==> src/rtl/alu_exec_ctrl.sv <==
// alu_exec_ctrl: execute-stage controller for the 8-bit RISC datapath.
// Accepts one instruction at a time, drives the external ALU with registered
// operands, captures the result and flags, and writes back to a 4x8 regfile.
//
// state | meaning
// IDLE  | ready for an instruction, latch it on handshake
// OPER  | register operands and function select toward the ALU
// CAPT  | ALU inputs stable, sample result and flags
// WB    | write regfile / status, done pulses in the following cycle
module alu_exec_ctrl (
  input  logic        clk,
  input  logic        rst_n,
  input  logic        instr_valid,
  input  logic [15:0] instr,
  output logic        instr_ready,
  input  logic        ld_en,
  input  logic [1:0]  ld_addr,
  input  logic [7:0]  ld_data,
  input  logic [1:0]  dbg_addr,
  output logic [7:0]  dbg_data,
  output logic [7:0]  alu_a,
  output logic [7:0]  alu_b,
  output logic [3:0]  alu_fs,
  output logic [2:0]  alu_sh,
  input  logic [7:0]  alu_f,
  input  logic        alu_c,
  input  logic        alu_n,
  input  logic        alu_v,
  input  logic        alu_z,
  output logic [7:0]  result,
  output logic [3:0]  status,
  output logic        done
);

  typedef enum logic [1:0] {S_IDLE, S_OPER, S_CAPT, S_WB} state_t;

  state_t state_q, state_d;

  // instr[2:0] carries no information; only [15:3] is kept
  logic [12:0]      instr_q, instr_d;
  logic [7:0]       alu_a_q, alu_a_d, alu_b_q, alu_b_d;
  logic [3:0]       alu_fs_q, alu_fs_d;
  logic [2:0]       alu_sh_q, alu_sh_d;
  logic [7:0]       result_q, result_d;
  logic [3:0]       flg_q, flg_d;      // {C,N,V,Z} as seen from the ALU in CAPT
  logic [3:0]       status_q, status_d;
  logic             done_q, done_d;
  logic [3:0][7:0]  rf_q, rf_d;

  logic [3:0] fs;
  logic [1:0] rd, ra, rb;
  logic [2:0] sh;
  logic       wb_wr, c_upd, v_upd;
  logic       instr_unused;

  assign fs = instr_q[12:9];
  assign rd = instr_q[8:7];
  assign ra = instr_q[6:5];
  assign rb = instr_q[4:3];
  assign sh = instr_q[2:0];
  assign instr_unused = ^instr[2:0];

  // State register
  always_ff @(posedge clk or negedge rst_n) begin
    if (!rst_n) state_q <= S_IDLE;
    else        state_q <= state_d;
  end

  // Next-state: fixed four-cycle walk once an instruction is accepted
  always_comb begin
    state_d = state_q;
    case (state_q)
      S_IDLE: if (instr_valid) state_d = S_OPER;
      S_OPER: state_d = S_CAPT;
      S_CAPT: state_d = S_WB;
      S_WB:   state_d = S_IDLE;
      default: state_d = S_IDLE;
    endcase
  end

  // Outputs
  always_comb begin
    instr_ready = (state_q == S_IDLE);
    dbg_data    = rf_q[dbg_addr];
    alu_a       = alu_a_q;
    alu_b       = alu_b_q;
    alu_fs      = alu_fs_q;
    alu_sh      = alu_sh_q;
    result      = result_q;
    status      = status_q;
    done        = done_q;
  end

  // Datapath next values; the WB write is applied after ld so it wins a collision
  always_comb begin
    instr_d  = instr_q;
    alu_a_d  = alu_a_q;
    alu_b_d  = alu_b_q;
    alu_fs_d = alu_fs_q;
    alu_sh_d = alu_sh_q;
    result_d = result_q;
    flg_d    = flg_q;
    status_d = status_q;
    rf_d     = rf_q;
    wb_wr    = (state_q == S_WB) && (fs != 4'd0);
    c_upd    = fs inside {4'd1, 4'd2, 4'd5, 4'd6};
    v_upd    = fs inside {4'd1, 4'd2};
    done_d   = (state_q == S_WB);

    if (state_q == S_IDLE && instr_valid) instr_d = instr[15:3];

    if (state_q == S_OPER) begin
      alu_a_d  = rf_q[ra];
      alu_b_d  = rf_q[rb];
      alu_fs_d = fs;
      alu_sh_d = sh;
    end

    if (state_q == S_CAPT) begin
      result_d = alu_f;
      flg_d    = {alu_c, alu_n, alu_v, alu_z};
    end

    if (ld_en) rf_d[ld_addr] = ld_data;

    if (wb_wr) begin
      rf_d[rd]    = result_q;
      status_d[2] = flg_q[2];
      status_d[0] = flg_q[0];
      if (c_upd) status_d[3] = flg_q[3];
      if (v_upd) status_d[1] = flg_q[1];
    end
  end

  // Datapath registers
  always_ff @(posedge clk or negedge rst_n) begin
    if (!rst_n) begin
      instr_q  <= '0;
      alu_a_q  <= '0;
      alu_b_q  <= '0;
      alu_fs_q <= '0;
      alu_sh_q <= '0;
      result_q <= '0;
      flg_q    <= '0;
      status_q <= '0;
      done_q   <= 1'b0;
      rf_q     <= '0;
    end else begin
      instr_q  <= instr_d;
      alu_a_q  <= alu_a_d;
      alu_b_q  <= alu_b_d;
      alu_fs_q <= alu_fs_d;
      alu_sh_q <= alu_sh_d;
      result_q <= result_d;
      flg_q    <= flg_d;
      status_q <= status_d;
      done_q   <= done_d;
      rf_q     <= rf_d;
    end
  end

endmodule

==> config.mk <==
export PLATFORM = sky130hd
export DESIGN_NAME = alu_exec_ctrl
export DESIGN_NICKNAME = d
export VERILOG_FILES = /design/src/rtl/alu_exec_ctrl.sv
export SDC_FILE = /design/constraint.sdc
export NUM_CORES = 1
export LEC_CHECK = 0
export CORE_UTILIZATION = 57
export CTS_BUF_LIST = sky130_fd_sc_hd__clkbuf_8
export CTS_CLUSTER_DIAMETER = 80
export DETAILED_ROUTE_END_ITERATION = 10
export HOLD_SLACK_MARGIN = 0.12
export PLACE_DENSITY_LB_ADDON = 0.15
export SETUP_SLACK_MARGIN = 0.2
export SLEW_MARGIN = 20
export SYNTH_ARGS = -nofsm -noshare
export SYNTH_HDL_FRONTEND = slang
export SYNTH_SLANG_ARGS = --single-unit
export TNS_END_PERCENT = 30
==> constraint.sdc <==
create_clock -name clk -period 3.1 [get_ports clk]
set_clock_uncertainty 0.1 [all_clocks]
set_input_delay 0.775 -clock clk [delete_from_list [all_inputs] [get_ports clk]]
set_output_delay 0.775 -clock clk [all_outputs]
set_load 0.005 [all_outputs]
==> summary.md, run 1 <==
| Metric | Value |
|---|---|
| Detailed-router iteration count before antenna repair | 4 |
| Ratio of final minimum period to clock period | a little over nine tenths |
| Switching component of the power | between 1.5 and 2 mW |
| Worst-Margin Slew | just under 0.6 ns |
| Largest family of logic cells by synthesized area | multiplexers |
| Post-synthesis to final-layout area growth | 28.16% |
| Standard-cell row count | 31 |
| Overall die width | 89.80 um |
| Combined area of the multi-input logic cells | 2151 um^2 |
| Proportion of netlist area held by the largest area contributor | around half |
| Maximum achievable frequency | around 0.33 GHz |
| Routed wire per std cell | 20.20 um |
| Max Transition Viols Final | 0 |
| Peak per-stage delay on the critical path | approximately 0.49 ns |
| Largest net degree at the start of global routing | 48 |
| GP Congestion | around 0.74 |
| Simple-gate share of the synthesized area | 3.901% |
| Setup total negative slack | 0 ns |
| First-iteration detailed-routing DRC count | 110 |
| Final antenna-violating net count | 0 |
| Most frequent standard cell in the layout excluding fill and tap cells | mux2_2 |
| Post-synthesis cell count | 267 |
| Vias in the first global route | 2887 |
| Clk pin slew, worst setup/hold paths | 0.09 ns |
| Switching Fraction | about 30% |
| Total detailed-routing wirelength | between 9 and 10 mm |
| Worst Setup Path Type | in -> out |
| Arr. time, crit path | approximately 2.1 ns |
| Die footprint | slightly above 8000 um^2 |
| CTS sink count | between 80 and 90 |
| Internal Pwr Total | 4.126 mW |
| Number of DRC violations after detailed routing | 0 |
| Syn_nets | between 300 and 400 |
| Ports | between 80 and 90 |
| Yosys warning total | 0 |
| Library cells used by synthesis | 24 |
| Critical path fanouts, max | 7 |
| Lkg Pwr | 2.379 nW |
| Power density relative to cell area | 1056 nW/um^2 |
| Chip Height | ~90 um |
| Count of buffers added by post-CTS timing repair for setup | 0 |
| Insertion delay of the later-clocked pin in the worst-skew pair | between 0.3 and 0.4 ns |
| Proportion of synthesized chip area in sequential cells | between 40% and 50% |
| Number of inserted filler cells in the final layout | 467 |
| Avg Vias per Cell | ~5.9 |
| First-pass GRT wire length | 15.37 mm |
| Combinational Power Share | roughly 44% |
| Xor and xnor fraction of the mapped netlist area | 0.1993% |
| Run status | completed |
| Kind of launch point of the worst setup path | primary input |
| Fraction of power consumed by sequential logic | 40.2% |
| Clock power share | between 10% and 20% |
| Layout net count | approximately 400 |
| Floorplan Core Area | 7370 um^2 |
| Crit path cell chain | dlygate4sd2_1 -> buf_12 -> mux4_2 -> clkdlybuf4s50_1 |
| Max IR drop VDD | approximately 600 uV |
| Top Family by Delay on Critical Path | buffers and inverters |
| Share of synthesized flip-flops with an asynchronous set or reset | 100.0% |
| Buffer cell driving the clock tree root | clkbuf_8 |
| Final-report setup violation count | 0 |
| Data required time at the worst endpoint | between 2 and 2.5 ns |
| Critical path endpoint category | output pin |
| Initial antenna violation count | 0 |
| Cell at the slowest stage of the critical path | mux4_2 |
| Final HPWL DP | approximately 6.4 mm |
| Post-synth top area cell | dfrtp_1 |
| IO Port Bufs | 85 |
| Fraction of final layout cells sized beyond drive strength 1 | between 40% and 50% |
| Hold Fails Final Rpt | 0 |
| Area share of fa/ha/maj cells after synthesis | between 1 and 1.5% |
| Multiplexer share of the synthesized area | 42.45% |
| Overall fraction of global-route tracks in use | ~26% |
| Post-layout minimum cycle time | roughly 3 ns |
| Most frequent cells in the layout | mux2_2, dfrtp_1, clkdlybuf4s50_1, mux4_2, clkbuf_8 |
| Number of flops mapped to enable cells by yosys | 0 |
| Dominant register cell in the synthesized netlist | dfrtp_1 |
| CTS H-Tree Depth | 3 |
| Remaining Overflow, GRT | 0 |
| Storage element area | 2177 um^2 |
| Total clock buffers created by CTS | 9 |
| Post-synthesis compound-gate area fraction | less than 1% |
| Least setup slack across all paths after layout | roughly 0.11 ns |
| Kind of path behind the tightest hold check | in -> async |
| Max transition margin | between 60% and 70% |
| Worst path buffer plus inverter count | 3 |
| Post-synthesis average cell area | approximately 16 um^2 |
| Clock tree buffer depth | 2 |
| Number of flip-flops and latches in the synthesized netlist | 87 |
| Antenna cell count | 0 |
| Total via count in the routed design | about 2700 |
| Number of max-capacitance violations reported | 0 |
| Setup repair after global routing missed its margin | true |
| Setup WS pre-CTS | -0.2008 ns |
| Syn Std Cell Area | approximately 4400 um^2 |
| Effective utilization at floorplan | approximately 60% |
| CTS tree | done |
| Main area contributors after synthesis | dfrtp_1, mux2_2, mux4_2 |
kinds of logic after synthesis:
| kind of cell | after synthesis |
|---|---|
| multiplexers | 139 |
| AO/OA/AOI/OAI | 3 |
| XOR/XNOR | 1 |
| buffers and inverters | 13 |
| adder cells (fa/ha/maj) | 5 |
| flip-flops | 87 |
| AND/OR/NAND/NOR | 19 |
power by group through the flow:
| stage | combinational [mW] | sequential, mW | clock, mW |
|---|---|---|---|
| floorplan | 1.81 | 2.13 | 0 |
| global placement | 2.56 | 2.35 | 0 |
| detailed placement | 2.65 | 2.40 | 0 |
| CTS | 2.65 | 2.38 | 0.957 |
| global route | 2.79 | 2.49 | 1.00 |
| finish | 2.62 | 2.39 | 0.938 |
synth_stat cells, drive strengths merged, types with 2 or more instances:
master,number
buf,11
dfrtp,87
ha,5
inv,2
mux2,115
mux4,24
nand2,7
nand3,2
nand3b,5
final timing paths:
check	startpoint	endpoint	slack, ns	cells past startpoint
worst max-delay path	dbg_addr[1]	dbg_data[2]	0.11	4
worst min-delay path	rst_n	alu_b[6]	0.29	1
worst max register to register	instr_q[12]	rf_q[0]	1.04	3
worst min register to register	flg_q[2]	status[2]	0.39	2
max in group asynchronous	rst_n	rf_q[15]	1.97	2
min in group clk	flg_q[2]	status[2]	0.39	2
flip-flops by register name, summed over array words and instances, names as in the netlist:
| name | flops |
|---|---|
| done | 1 |
| status | 4 |
| rf_q | 32 |
| flg_q | 4 |
| state_q | 2 |
| alu_sh | 3 |
| instr_q | 13 |
| alu_b | 8 |
| result | 8 |
| alu_a | 8 |
| alu_fs | 4 |
per-layer routing:
| metal | track usage [%] | part of all wire [%] | wire, um | vias to the layer above |
|---|---|---|---|---|
| met5 | 0 | 0 | 0 | - |
| met4 | 10.11 | 2.1 | 201 | 0 |
| met3 | 5.838 | 4.9 | 454 | 19 |
| met2 | 41.28 | 50 | 4699 | 91 |
| met1 | 33.90 | 43 | 3997 | 1403 |
| li1 | - | - | - | 1198 |
area by class of cell:
class                      count  share of cell area (%)
clock buffer                  10                   2.444
clock inverter                 6                   1.800
inverter                       2                  0.1333
tap                           99                   2.200
multi-input combinational    167                   38.19
sequential                    87                   38.66
timing repair buffer          92                   16.57
worst reg2reg max path, stage by stage, from the launching register on:
cell,delay [ns]
dfrtp_1,0.45
o41ai_2,0.50
or3_1,0.54
mux2_4,0.35
stage by stage:
step	util [%]	power, mW	cells	area [um^2]	hold WS (ns)
3_5_place_dp	73.24	5.053	447	5398	0.3719
3_3_place_gp	73.24	4.912	447	5398	0.3501
5_1_grt	76.42	6.286	463	5632	0.3171
6_report	76.42	5.947	463	5632	0.2857
4_1_cts	76.38	5.986	463	5629	0.2987
2_1_floorplan	-	3.942	267	4394	0.3348
what timing repair did:
| action | CTS | global route |
|---|---|---|
| hold buffers | 0 | 0 |
| endpoints found under the setup margin | 8 | 4 |
| gates cloned | 0 | 0 |
| pin swaps | 0 | 0 |
| gates resized for setup | 6 | 1 |
Power figures use the tool's default switching activity.
==> run 2, diff against run 1 <==
--- a/config.mk
+++ b/config.mk
@@ -6,5 +6,6 @@
 export NUM_CORES = 1
 export LEC_CHECK = 0
-export CORE_UTILIZATION = 57
+export ABC_AREA = 1
+export CORE_UTILIZATION = 58
 export CTS_BUF_LIST = sky130_fd_sc_hd__clkbuf_8
 export CTS_CLUSTER_DIAMETER = 80
==> constraint.sdc (replaced) <==
create_clock -name clk -period 3.1 [get_ports clk]
set_clock_uncertainty 0.1 [all_clocks]
set_input_delay 0.62 -clock clk [delete_from_list [all_inputs] [get_ports clk]]
set_output_delay 0.62 -clock clk [all_outputs]
set_load 0.005 [all_outputs]
==> run 2 against run 1 <==
Net effect: critical path depth grew 1; worst hold slack lost 0.15 ns; sequential share of layout area shrank 0.71 points; critical path type unchanged.
==> summary.md, run 2 <==
| Metric | Value |
|---|---|
| Ratio of final minimum period to clock period | 89.08% (-7.2 points) |
| Least setup slack across all paths after layout | 0.3384 ns (+0.2235 ns) |
| Standard-cell row count | 32 (+3.2%) |
| IO Port Bufs | 85 (unchanged) |
| Flip-flop count of the largest register, all copies and words added | 32 (unchanged) |
| Max IR drop VDD | 638.7 uV (+4.9%) |
| Data required time at the worst endpoint | 2.38 ns (+0.16 ns) |
| Final antenna-violating net count | 0 (unchanged) |
| Syn_nets | 669 (+110%) |
| Number of non-filler instances in the completed layout | 799 (+73%) |
| Total via count in the routed design | 4461 (+65%) |
| Main area contributors after synthesis | dfrtp_1, nand2_1, o21ai_0 |
| Total clock buffers created by CTS | 9 (unchanged) |
| Arr. time, crit path | 2.04 ns (-0.07 ns) |
| Detailed-router iteration count before antenna repair | 5 (+1) |
| CTS sink count | 87 (unchanged) |
| Largest net degree at the start of global routing | 47 (-2.1%) |
| Clk pin slew, worst setup/hold paths | 0.09 ns (about the same) |
| Initial antenna violation count | 0 (unchanged) |
| Number of inserted filler cells in the final layout | 625 (+34%) |
| Clock tree buffer depth | 2 (unchanged) |
| Overall die width | 91.76 um (+2.2%) |
| Critical path fanouts, max | 16 (+9) |
| Hold Fails Final Rpt | 0 (unchanged) |
| Ports | 89 (unchanged) |
| First element of the critical path | dbg_addr[0] |
| Number of DRC violations after detailed routing | 0 (unchanged) |
| Run status | completed |
| Yosys warning total | 0 (unchanged) |
| Share of synthesized flip-flops with an asynchronous set or reset | 100.0% (unchanged) |
| Antenna cell count | 0 (unchanged) |
| Remaining Overflow, GRT | 0 (unchanged) |
| Post-synth top area cell | dfrtp_1 |
| Number of max-capacitance violations reported | 0 (unchanged) |
| Kind of path behind the tightest hold check | in -> async |
| Number of flops mapped to enable cells by yosys | 0 (unchanged) |
| First-pass GRT wire length | 21.44 mm (+39%) |
| Routed wire per std cell | 16.14 um (-20%) |
| Most frequent cell after synthesis | nand2_1 |
| Post-synthesis to final-layout area growth | 22.76% |
| GP Congestion | 0.9074 (+23%) |
| Vias in the first global route | 4379 (+52%) |
| Die footprint | 8420 um^2 (+4.4%) |
| Fraction of final layout cells sized beyond drive strength 1 | 7.030% (-39 points) |
| Most frequent standard cell in the layout excluding fill and tap cells | nand2_1 |
| Setup repair after global routing missed its margin | false |
| Buffer cell driving the clock tree root | clkbuf_8 |
| Cell count after placement | 782 (+75%) |
| Kind of launch point of the worst setup path | primary input |
| Layout net count | 741 (+82%) |
| Worst-Margin Slew | 0.6705 ns (+0.08214 ns) |
| Power density relative to cell area | 1028 nW/um^2 (-2.7%) |
| Effective utilization at floorplan | 60.16% (+0.54 points) |
| Post-layout minimum cycle time | 2.762 ns (-0.2235 ns) |
| First-iteration detailed-routing DRC count | 403 (+270%) |
| Max transition margin | 55.19% (-5.5 points) |
| Insertion delay of the later-clocked pin in the worst-skew pair | 0.37 ns (about the same) |
| Critical path endpoint category | output pin |
| Final-report setup violation count | 0 (unchanged) |
| Maximum achievable frequency | 0.3621 GHz (+8.1%) |
| Max Transition Viols Final | 0 (unchanged) |
| Final HPWL DP | 9.209 mm (+44%) |
| Setup WS pre-CTS | 0.1352 ns (+0.3360 ns) |
| Total detailed-routing wirelength | 12.90 mm (+38%) |
| Avg Vias per Cell | 5.583 (-4.6%) |
| Proportion of netlist area held by the largest area contributor | 46.59% (-3.0 points) |
| Dominant register cell in the synthesized netlist | dfrtp_1 |
| Library cells used by synthesis | 21 (-13%) |
| Syn Std Cell Area | 4673 um^2 (+6.3%) |
| Reg2reg start | instr_q[7] |
| Chip Height | 91.76 um (+2.2%) |
| Worst Setup Path Type | in -> out |
| Summed area of non-filler cells in the final layout | 5737 um^2 (+1.9%) |
| Registers with the most flip-flops | rf_q: 32 flops, instr_q: 13 flops |
| Most frequent cells in the layout | nand2_1, dfrtp_1, clkdlybuf4s50_1, o21ai_0, inv_1 |
| Setup total negative slack | 0 ns (unchanged) |
| Commonest cells in the synthesized netlist | nand2_1, dfrtp_1, inv_1, o21ai_0, nand3_1 |
| CTS tree | done |
| Floorplan Core Area | 7767 um^2 (+5.4%) |
| Proportion of synthesized chip area in sequential cells | 46.59% (-3.0 points) |
| Post-synthesis cell count | 620 (+130%) |
| Post-synthesis average cell area | 7.537 um^2 (-54%) |
| Number of flip-flops and latches in the synthesized netlist | 87 (unchanged) |
| Overall fraction of global-route tracks in use | 32.94% (+7.3 points) |
| Post-placement cell area | 5512 um^2 (+2.1%) |
| Count of buffers added by post-CTS timing repair for setup | 0 (unchanged) |
| Lkg Pwr | 2.835 nW (+19%) |
| CTS H-Tree Depth | 3 (unchanged) |
| Register with the highest flop count | rf_q |
[run 2: critical path, cell delays in order]
cell,delay [ns]
dlygate4sd2_1,0.36
buf_6,0.21
o21ai_0,0.09
o22ai_1,0.22
clkdlybuf4s50_1,0.54
[run 2: what timing repair did]
item                       CTS  global route
setup endpoints to repair    7             0
hold buffers                 0             0
gates resized for setup      6             0
[run 2: cell type report]
cell class	instances	area, um^2	area share, %
flip-flops and latches	87	2177	37.95
repair buffers	88	884.6	15.42
inverters	75	285.3	4.973
clock inverters	6	75.07	1.309
multi-input cells	430	2042	35.59
repair inverters	1	7.507	0.1309
well taps	102	127.6	2.225
clock buffers	10	137.6	2.399
[run 2: stage by stage]
step	power (mW)	hold slack (ns)	util (%)
detailed placement	5.013	0.3781	70.96
CTS	5.879	0.1507	73.86
global route	6.358	0.1782	73.86
floorplan	3.874	0.2244	-
finish	5.895	0.1367	73.86
global placement	4.886	0.3710	70.96
[run 2: cells by family after synthesis]
group	synth area share (%)
AOI/OAI and AO/OA	10.17
adders and majority gates	1.339
buffers and inverters	9.719
DFF	46.59
muxes	4.819
and+or+nand+nor	27.36
[run 2: path summary, 6_finish.rpt]
kind	end	slack [ns]	cells after the start
worst max-delay path	dbg_data[6]	0.34	5
worst min-delay path	rf_q[13]	0.14	1
worst max register to register	rf_q[5]	1.15	4
worst min register to register	status[1]	0.40	2
max in group asynchronous	rf_q[17]	2.11	2
min in group clk	status[1]	0.40	2
[run 2: report_power, final]
part | internal [mW] | total [mW] | switching (mW)
Sequential | 1.69 | 2.35 | 0.657
Combinational | 1.25 | 2.69 | 1.44
Clock | 0.407 | 0.854 | 0.447
Total | 3.35 | 5.90 | 2.54
[run 2: routing by layer]
metal / wire length, um / up-vias / GRT usage, % / part of all wire [%]
met4: 332 / 0 / 12.89 / 2.6
met5: 0 / - / 0 / 0
li1: - / 2118 / - / -
met2: 6259 / 222 / 53.88 / 49
met1: 5238 / 2088 / 43.18 / 41
met3: 1066 / 33 / 6.799 / 8.3
==> run 3, diff against run 2 <==
Settings changed: CORE_UTILIZATION 58 to 54.
Clock period 3.1 ns to 2.75 ns, I/O delays scaled along.
==> run 3 against run 2 <==
Net effect: sequential share of layout area decreased by 0.066 points; register-to-register slack worse by 0.27 ns; final cell count grew 1.0%; critical endpoint is now dbg_data[0]; worst setup slack got worse by 0.086 ns; largest cell class unchanged; via count is 2.6% lower.
==> summary.md, run 3 (synthesis gave the netlist of run 2 again) <==
| Metric | Value |
|---|---|
| Kind of launch point of the worst setup path | primary input |
| Cell count after placement | 790 (+1.0%) |
| Overall fraction of global-route tracks in use | 27.52% (-5.4 points) |
| Total detailed-routing wirelength | 11.55 mm (-10%) |
| Layout net count | 746 (+0.67%) |
| Global routing's busiest layer | met2 |
| Registers with the most flip-flops | rf_q: 32 flops, instr_q: 13 flops |
| Critical path endpoint category | output pin |
| Worst-Margin Slew | 0.6776 ns (+0.007121 ns) |
| CTS tree | done |
| Detailed-router iteration count before antenna repair | 5 (unchanged) |
| CTS H-Tree Depth | 3 (unchanged) |
| Run status | completed |
| Crit path cell chain | dlygate4sd2_1 -> inv_2 -> o21ai_0 -> o22ai_1 -> clkdlybuf4s50_1 |
| Most frequent cells in the layout | nand2_1, dfrtp_1, clkdlybuf4s50_1, inv_1, o21ai_0 |
| Post-placement cell area | 5553 um^2 (+0.75%) |
| Final-report setup violation count | 0 (unchanged) |
| Least setup slack across all paths after layout | 0.2526 ns (-0.08585 ns) |
| Lkg Pwr | 2.851 nW (+0.56%) |
| Antenna cell count | 0 (unchanged) |
| Post-synthesis to final-layout area growth | 22.97% |
| Count of buffers added by post-CTS timing repair for setup | 0 (unchanged) |
| Met2 global-route usage | 43.35% (-11 points) |
| Clock power share | 13.2% (-1.3 points) |
| Clock tree buffer depth | 2 (unchanged) |
| Hold Fails Final Rpt | 0 (unchanged) |
| Arr. time, crit path | 1.85 ns (-0.19 ns) |
| Max Transition Viols Final | 0 (unchanged) |
| Top Family by Delay on Critical Path | buffers and inverters |
| Final HPWL DP | 8.444 mm (-8.3%) |
| Setup repair after global routing missed its margin | false |
| Remaining Overflow, GRT | 0 (unchanged) |
| IO Port Bufs | 85 (unchanged) |
| Insertion delay of the later-clocked pin in the worst-skew pair | 0.36 ns (about the same) |
| Power density relative to cell area | 1120 nW/um^2 (+9.0%) |
| Met3 track demand over resource | 3.190% (-3.6 points) |
| Standard-cell row count | 33 (+3.1%) |
| Maximum achievable frequency | approximately 0.40 GHz |
| Largest net degree at the start of global routing | 52 (+11%) |
| Combinational Power Share | 46.4% (+0.7 points) |
| Final antenna-violating net count | 0 (unchanged) |
| Clk pin slew, worst setup/hold paths | 0.10 ns (about the same) |
| Max IR drop VDD | 612.9 uV (-4.0%) |
| Effective utilization at floorplan | 56.31% (-3.9 points) |
| Total clock buffers created by CTS | 9 (unchanged) |
| Met1 track utilization from global routing | 39.63% (-3.6 points) |
| Cell at the slowest stage of the critical path | clkdlybuf4s50_1 |
| GP Congestion | 0.8665 (-4.5%) |
| Ports | 89 (unchanged) |
| Worst Setup Path Type | in -> out |
| First-pass GRT wire length | 19.35 mm (-9.7%) |
| Switching component of the power | 2.743 mW (+8.0%) |
| Worst path buffer plus inverter count | 3 (unchanged) |
| Fraction of power consumed by sequential logic | 40.4% (+0.5 points) |
| Register with the highest flop count | rf_q |
| Initial antenna violation count | 0 (unchanged) |
| Data required time at the worst endpoint | 2.10 ns (-0.28 ns) |
| Ratio of final minimum period to clock period | between 90% and 100% |
| Setup WS pre-CTS | -0.07107 ns (-0.2063 ns) |
| Switching Fraction | 42.61% (-0.50 points) |
| Number of max-capacitance violations reported | 0 (unchanged) |
| Total via count in the routed design | 4343 (-2.6%) |
| Vias in the first global route | 4055 (-7.4%) |
| Avg Vias per Cell | 5.382 (-3.6%) |
| Overall die width | 95.03 um (+3.6%) |
| Chip Height | 95.03 um (+3.6%) |
| Internal Pwr Total | 3.695 mW (+10%) |
| First-iteration detailed-routing DRC count | 327 (-19%) |
| Peak per-stage delay on the critical path | 0.54 ns (about the same) |
| Routed wire per std cell | 14.31 um (-11%) |
| Post-layout minimum cycle time | approximately 2.5 ns |
| Number of non-filler instances in the completed layout | 807 (+1.0%) |
| Critical path fanouts, max | 8 (-8) |
| Buffer cell driving the clock tree root | clkbuf_8 |
| Fraction of final layout cells sized beyond drive strength 1 | 7.550% (+0.52 points) |
| Die footprint | 9030 um^2 (+7.2%) |
| Floorplan Core Area | 8299 um^2 (+6.8%) |
| Flip-flop count of the largest register, all copies and words added | 32 (unchanged) |
| Most frequent standard cell in the layout excluding fill and tap cells | nand2_1 |
| Number of DRC violations after detailed routing | 0 (unchanged) |
| CTS sink count | 87 (unchanged) |
| Summed area of non-filler cells in the final layout | 5747 um^2 (+0.17%) |
| Kind of path behind the tightest hold check | reg -> reg |
| Max transition margin | 54.72% (-0.48 points) |
| Pwr Total | 6.439 mW (+9.2%) |
## run 3: power groups by stage
stage / Sequential (mW) / Combinational [mW] / Clock [mW]
global placement: 2.56 / 2.84 / 0
global route: 2.68 / 3.42 / 0.902
CTS: 2.57 / 2.99 / 0.854
detailed placement: 2.59 / 2.96 / 0
finish: 2.60 / 2.99 / 0.853
floorplan: 2.30 / 2.07 / 0
## run 3: layer usage
metal,part of all wire [%],vias up
met5,0,-
met4,1.5,0
met3,6.8,23
met2,46,222
met1,46,1975
li1,-,2123
## run 3: final cells by class
cell class | instances | area (um^2)
clock buffer | 10 | 137.6
timing repair buffer | 94 | 924.6
tap | 105 | 131.4
clock inverter | 6 | 46.29
inverter | 75 | 281.5
fill | 702 | 2552
sequential | 87 | 2177
multi-input combinational | 430 | 2048
## run 3: worst paths after layout
kind	depth (start not counted)	to	from	slack (ns)
setup / recovery	5	dbg_data[0]	dbg_addr[1]	0.25
min in group asynchronous	2	alu_a[2]	rst_n	0.59
hold reg to reg	2	status[1]	status[1]	0.41
hold / removal	2	status[1]	status[1]	0.41
max in group asynchronous	3	result[0]	rst_n	1.32
setup reg to reg	4	instr_q[2]	state_q[0]	0.88
## run 3: repair_timing
action / in CTS / in global routing
hold endpoints to repair: 36 / 0
gates resized for setup: 3 / 3
hold buffers: 1 / 0
setup endpoints to repair: 8 / 8
## run 3: worst reg2reg max path, delay by kind of cell, from the launching register on
| family | cells | cell delay, ns |
|---|---|---|
| adders and majority gates | 1 | 0.24 |
| and+or+nand+nor | 1 | 0.51 |
| DFF | 1 | 0.39 |
| muxes | 1 | 0.42 |
| buffers and inverters | 1 | 0.10 |
## run 3: stage by stage
stage	utilization [%]	hold slack (ns)	setup TNS [ns]
final	69.24	0.4050	0
after global routing	69.24	0.4310	0
after CTS	69.21	0.4053	0
after detailed placement	66.91	0.3823	-0.2013
after global placement	66.91	0.3706	-0.09467
after floorplan	-	0.1544	0
